## config.mk

```make
export PLATFORM = sky130hd
export DESIGN_NAME = rr_mux_arbiter
export DESIGN_NICKNAME = d
export VERILOG_FILES = /design/src/rtl/rr_mux_arbiter.sv
export SDC_FILE = /design/constraint.sdc
export NUM_CORES = 1
export LEC_CHECK = 0
export BUFFER_PORTS_ARGS = -buffer_cell sky130_fd_sc_hd__buf_2
export CORE_UTILIZATION = 30
export DETAILED_ROUTE_END_ITERATION = 12
export SLEW_MARGIN = 10
export SYNTH_ARGS = -nofsm -noshare
export SYNTH_HDL_FRONTEND = slang
export SYNTH_SLANG_ARGS = --single-unit
```

## constraint.sdc

```tcl
create_clock -name clk -period 4.1 [get_ports clk]
set_input_delay 1.025 -clock clk [delete_from_list [all_inputs] [get_ports clk]]
set_output_delay 1.025 -clock clk [all_outputs]
set_load 0.02 [all_outputs]
```

## src/rtl/rr_mux_arbiter.sv

```systemverilog
// Round-robin arbiter driving a data mux. One requester owns the output
// channel at a time. It keeps the channel until it drops its request or has
// held it for MAX_HOLD cycles, and then passes it on without an idle bubble.
//
// state | meaning
// IDLE  | no grant active, outputs quiet
// GRANT | exactly one requester owns the mux output
module rr_mux_arbiter #(
  parameter int N        = 4,
  parameter int W        = 8,
  parameter int MAX_HOLD = 4,
  localparam int SW      = (N > 1) ? $clog2(N) : 1
) (
  input  logic             clk,
  input  logic             rst,
  input  logic [N-1:0]     req,
  input  logic [N*W-1:0]   in_data,
  output logic [N-1:0]     gnt,
  output logic [SW-1:0]    sel,
  output logic             out_valid,
  output logic [W-1:0]     out_data
);

  localparam logic [0:0] STATE_IDLE  = 1'b0;
  localparam logic [0:0] STATE_GRANT = 1'b1;
  localparam logic [3:0] HOLD_LAST   = 4'(MAX_HOLD - 1);

  logic [0:0]    state_q, state_d;
  logic [N-1:0]  gnt_q, gnt_d;
  logic [SW-1:0] sel_q, sel_d;
  logic [SW-1:0] ptr_q, ptr_d;
  logic [3:0]    hold_q, hold_d;

  logic [SW-1:0] next_ptr;
  logic [SW-1:0] arb_ptr;
  logic [SW-1:0] win;
  logic          win_found;
  logic          release_now;

  // Pointer just past the current owner, wrapping at N-1 (N need not be a power of two)
  always_comb begin
    if (int'(sel_q) == N - 1) next_ptr = '0;
    else                      next_ptr = sel_q + SW'(1);
  end

  assign release_now = (state_q == STATE_GRANT) &&
                       (!req[sel_q] || (hold_q == HOLD_LAST));

  // On a release the new pointer is used in the same edge, so the owner
  // being released drops to lowest priority immediately
  assign arb_ptr = (state_q == STATE_GRANT) ? next_ptr : ptr_q;

  // Scan requests starting at arb_ptr; the first requester found wins
  always_comb begin
    int idx;
    idx       = 0;
    win_found = 1'b0;
    win       = '0;
    for (int k = 0; k < N; k++) begin
      idx = int'(arb_ptr) + k;
      if (idx >= N) idx = idx - N;
      if (!win_found && req[idx]) begin
        win_found = 1'b1;
        win       = SW'(idx);
      end
    end
  end

  // Next-state decisions for grant ownership, hold counter and pointer
  always_comb begin
    state_d = state_q;
    gnt_d   = gnt_q;
    sel_d   = sel_q;
    ptr_d   = ptr_q;
    hold_d  = hold_q;
    if (state_q == STATE_IDLE) begin
      if (win_found) begin
        state_d = STATE_GRANT;
        sel_d   = win;
        gnt_d   = {{(N-1){1'b0}}, 1'b1} << win;
        hold_d  = '0;
      end
    end else if (release_now) begin
      ptr_d = next_ptr;
      if (win_found) begin
        sel_d  = win;
        gnt_d  = {{(N-1){1'b0}}, 1'b1} << win;
        hold_d = '0;
      end else begin
        state_d = STATE_IDLE;
        gnt_d   = '0;
        hold_d  = '0;
      end
    end else begin
      hold_d = hold_q + 4'd1;
    end
  end

  // State registers; reset overrides any request activity in the same cycle
  always_ff @(posedge clk) begin
    if (rst) begin
      state_q <= STATE_IDLE;
      gnt_q   <= '0;
      sel_q   <= '0;
      ptr_q   <= '0;
      hold_q  <= '0;
    end else begin
      state_q <= state_d;
      gnt_q   <= gnt_d;
      sel_q   <= sel_d;
      ptr_q   <= ptr_d;
      hold_q  <= hold_d;
    end
  end

  assign gnt       = gnt_q;
  assign sel       = sel_q;
  assign out_valid = (state_q == STATE_GRANT);
  // Data passes straight through from the selected input in the same cycle
  assign out_data  = out_valid ? in_data[int'(sel_q)*W +: W] : '0;

endmodule

```

Word level (Yosys, flattened, before mapping)
Index checks and enable logic that the tools add are counted.
{ "classes": {"add_sub_neg": 9, "n_lt_le_gt_ge": 9, "eq_ne": 3, "shifts": 2, "muxes": 42, "reduce_logical": 12} }
{ "ops": {"columns": ["op", "count"], "rows": [
  ["$lt A32 B4 Y1 const B", 4],
  ["$mux W32", 4],
  ["$shiftx A32 B6 Y8", 1],
  ["$mux W4", 7],
  ["$mux W2", 9],
  ["$mux W1", 16],
  ["$sub A3 B3 Y4 const B", 3],
  ["$bmux W1 S2", 5],
  ["$ge A3 B3 Y1 const B", 3],
  ["$mux W8", 1],
  ["$add A2 B2 Y3 const B", 2],
  ["$add A4 B1 Y4 const B", 1],
  ["$eq A4 B2 Y1 const B", 1],
  ["$logic_and A1 B1 Y1", 4],
  ["$logic_not A1 Y1", 4],
  ["$reduce_and A2 Y1", 2],
  ["$shl A1 B2 Y4 const A", 1],
  ["$sub A2 B3 Y4 const B", 1],
  ["$add A2 B1 Y3 const B", 1],
  ["$ge A2 B3 Y1 const B", 1],
  ["$lt A2 B3 Y1 const B", 1],
  ["$add A2 B1 Y2 const B", 1],
  ["$eq A2 B1 Y1 const B", 1],
  ["$ne A2 B1 Y1 const B", 1],
  ["other kinds (2)", 2]
]} }
{ "totals": {"register_bits": 13, "input_bits": 38, "out_inout_bits": 15, "elab_cells": 82} }

Longest topological paths before layout
{ "logic_depth": {"ltp_word": 22, "depth_mapped": 7, "depth_no_buf": 6} }

Least setup slack after synthesis
No wires, ideal clock.
{ "synth_timing": {"path_type": "in2out", "startpoint": "input in_data[8]", "endpoint": "output out_data[0]", "arrival_time_ps": 1715, "required_time_ps": 3075, "setup_slack_ps": 1360, "stages": 2, "n_path_buf": 0, "path_cell_list": "mux4_1 -> and2_1"} }
{ "synth_between": {"elab_chain_cells": 2} }
{ "synth_rtl": {"columns": ["element", "line", "text"], "rows": [
  ["start: declaration", "17", "input logic [N*W-1:0] in_data,"],
  ["$shiftx A32 B6 Y8", "120", "assign out_data = out_valid ? in_data[int'(sel_q)*W +: W] : '0;"],
  ["$mux W8", "120", null],
  ["end: declaration", "21", "output logic [W-1:0] out_data"]
]} }
No other way between the ends.

Worst setup path in the final report
{ "layout_timing": {"startpoint": "register sel_q[0], in the netlist sel[0]", "endpoint": "output out_data[1]"} }
{ "layout_between": {"elab_chain_cells": 2} }
{ "layout_rtl": {"columns": ["element", "line", "text"], "rows": [
  ["start: declaration", "30", "logic [SW-1:0] sel_q, sel_d;"],
  ["start signal: assignment", "110", "sel_q <= sel_d;"],
  ["$shiftx A32 B6 Y8", "120", null],
  ["$mux W8", "120", null]
]} }
No other way between the ends.

==> summary.txt <==
DR WL/cell = 13.1 um
Critical path type = reg -> out
Die area = 3720 sq um
Critical Path, Cell by Cell = mux4_1 > and2_1 > buf_2
Leakage power = 0.592 nW
PortBufs = 52
Final hold vios = 0
Routed vias/inst = 5.05
Worst reg-to-reg path cell count = 6
Final slew viol count = 0
Post-Syn Area per Cell = 9.95 sq um
Syn Nets = 145
CTS tree = built
Chip Height = 61.0 um
RSZ-0062 raised after global routing = no
Core area = 3340 sq um
Count of final setup violators = 0
Post-CTS Hold Fix Bufs = 0
Slowest library cell on the worst path = dfxtp_1
# IOs = 53
Post-layout min period = 3.02 ns
DIE WIDTH = 61.0 um
Vias in the first global route = 939
Drt pass-1 iters = 4
Number of synthesized flops with an enable pin = 0
Seq cells post-synth = 13
Largest net degree at the start of global routing = 18
Fmax = 0.331 GHz
First-pass GRT wire length = 4290 um
Setup TNS = 0 ns
Clock Skews = 0.00223 ns
Clock tree buffer depth = 2
CP arrival = 2.00 ns
Final routed DRC violation total = 0
Initial Utilization = 0.313
ANT nets after route = 0
Hold Crit Class = reg -> reg
Tot GR Track Use = 0.155
Overflow after GRT = 0
Share of layout cells above drive strength 1 = 0.419
Area leader, netlist = dfxtp_1
Worst slew pin tran = 0.650 ns
Min Hold Slack = 0.478 ns
H-tree levels = 1
Clk sink count = 13
Max-Cap Viols = 0
Nets = 196
Clock root cell = clkbuf_4
Clk slew on worst S/H paths = 0.08 ns
Placed Cells = 197
Slew margin rel. = 0.566
Maximum fanout along the worst path = 14
Post-synth top cells = dfxtp_1, nor2_1, and2_1, o21ai_0
Clk Latency, worst-skew pair = 0.28 ns
Post-CTS setup buffers = 0
Fin crit share = 0.738
Worst Setup End Kind = primary output
Stages on the worst setup path = 3
Hold-critical path depth = 2
Crit start category = flop
Unique cell type count in the Yosys netlist = 37
Pwr dens = 286 nW/um^2
Hpwl dp = 2090 um
Register area share after synthesis = 0.249
Largest cells by area after synthesis = dfxtp_1, mux4_1, and2_1, nor2_1, o21ai_0
CTS-repair resized insts = 0
Yosys warns = 0
Post-synth top area share = 0.249
Status = finished, final reports clean
Crit path largest cell delay = 0.74 ns
Post-synth top flop = dfxtp_1
Worst Path Required = 3.07 ns
Initial antenna violation count = 0
FFs w/ async S/R, synth = 0
Post-Syn Area = 1040 sq um
Routability cong. = 0.774
Mapped Cells = 105
ANT cells = 0
Peak supply drop = 0.0773 mV
Total number of vias = 1015
TritonCTS Buffers = 3
Num rows = 21
Routed wire length = 2630 um
DRT iter0 DRCs = 35
Area Growth Syn to Fin = 28.1%
CP top delay family = flip-flops
Buf/Inv on CP = 1
Non-filler cells, final = 201
worst paths after layout:
| check | from | to | slack (ns) |
|---|---|---|---|
| setup / recovery | sel[0] | out_data[1] | 1.08 |
| hold / removal | gnt[1] | gnt[1] | 0.48 |
| setup reg to reg | sel[0] | gnt[2] | 1.69 |
| hold reg to reg | gnt[1] | gnt[1] | 0.48 |
flip-flops by register name, indices dropped and copies added (netlist names):
register and count:
gnt 4, hold_q 4, ptr_q 2, sel 2, out_valid 1
power by group:
group	internal, W	total (W)	switching [W]
combinational	0.0000764	0.000149	0.0000724
sequential	0.000136	0.000153	0.0000172
clock	0.0000378	0.0000811	0.0000433
total	0.000250	0.000383	0.000133
cells by family after synthesis:
logic type / after synthesis / share of synthesized area
AO/OA/AOI/OAI: 28 / 0.174
adder cells (fa/ha/maj): 2 / 0.0239
buffers and inverters: 6 / 0.0479
flip-flops: 13 / 0.249
multiplexers: 13 / 0.262
AND/OR/NAND/NOR: 43 / 0.243
per-stage QoR:
step / total power, W / setup slack, ns / cell area (sq um) / util
4_1_cts: 0.000387 / 1.04 / 1340 / 0.401
3_3_place_gp: 0.000300 / 1.16 / 1310 / 0.393
5_1_grt: 0.000409 / 0.957 / 1340 / 0.401
2_1_floorplan: 0.000262 / 1.36 / 1040 / -
6_report: 0.000383 / 1.08 / 1340 / 0.401
3_5_place_dp: 0.000306 / 1.14 / 1310 / 0.393
tightest hold or removal path, delay by kind of cell, from the launching register on:
kind / cells / cell delay (ns)
flops: 1 / 0.31
compound gates: 2 / 0.13
routing by layer:
layer | vias up | part of all wire | track usage
li1 | 512 | - | -
met1 | 493 | 0.45 | 0.195
met2 | 8 | 0.53 | 0.276
met3 | 2 | 0.011 | 0.0210
met4 | 0 | 0.0065 | 0.0487
met5 | - | 0 | 0
cell type report:
class / instances / area [sq um]
well taps: 46 / 57.6
repair buffers: 52 / 260
clock buffers: 4 / 26.3
flip-flops and latches: 13 / 260
multi-input cells: 86 / 734
fillers: 355 / 2000
layout by cell type (no fill, tap or decap), types with 2 or more instances in the layout:
master / netlist / layout
a21boi_0: 2 / 2
a21oi_1: 8 / 8
and2_1: 9 / 9
buf_2: 1 / 52
clkbuf_4: 0 / 3
dfxtp_1: 13 / 13
ha_1: 2 / 2
mux2i_1: 3 / 3
mux4_1: 8 / 8
nand2_1: 3 / 3
nand3_1: 4 / 4
nand4b_1: 2 / 2
nor2_1: 13 / 13
nor2_2: 2 / 2
nor4_1: 2 / 2
o21ai_0: 9 / 9
(Power assumes the default switching activity.)
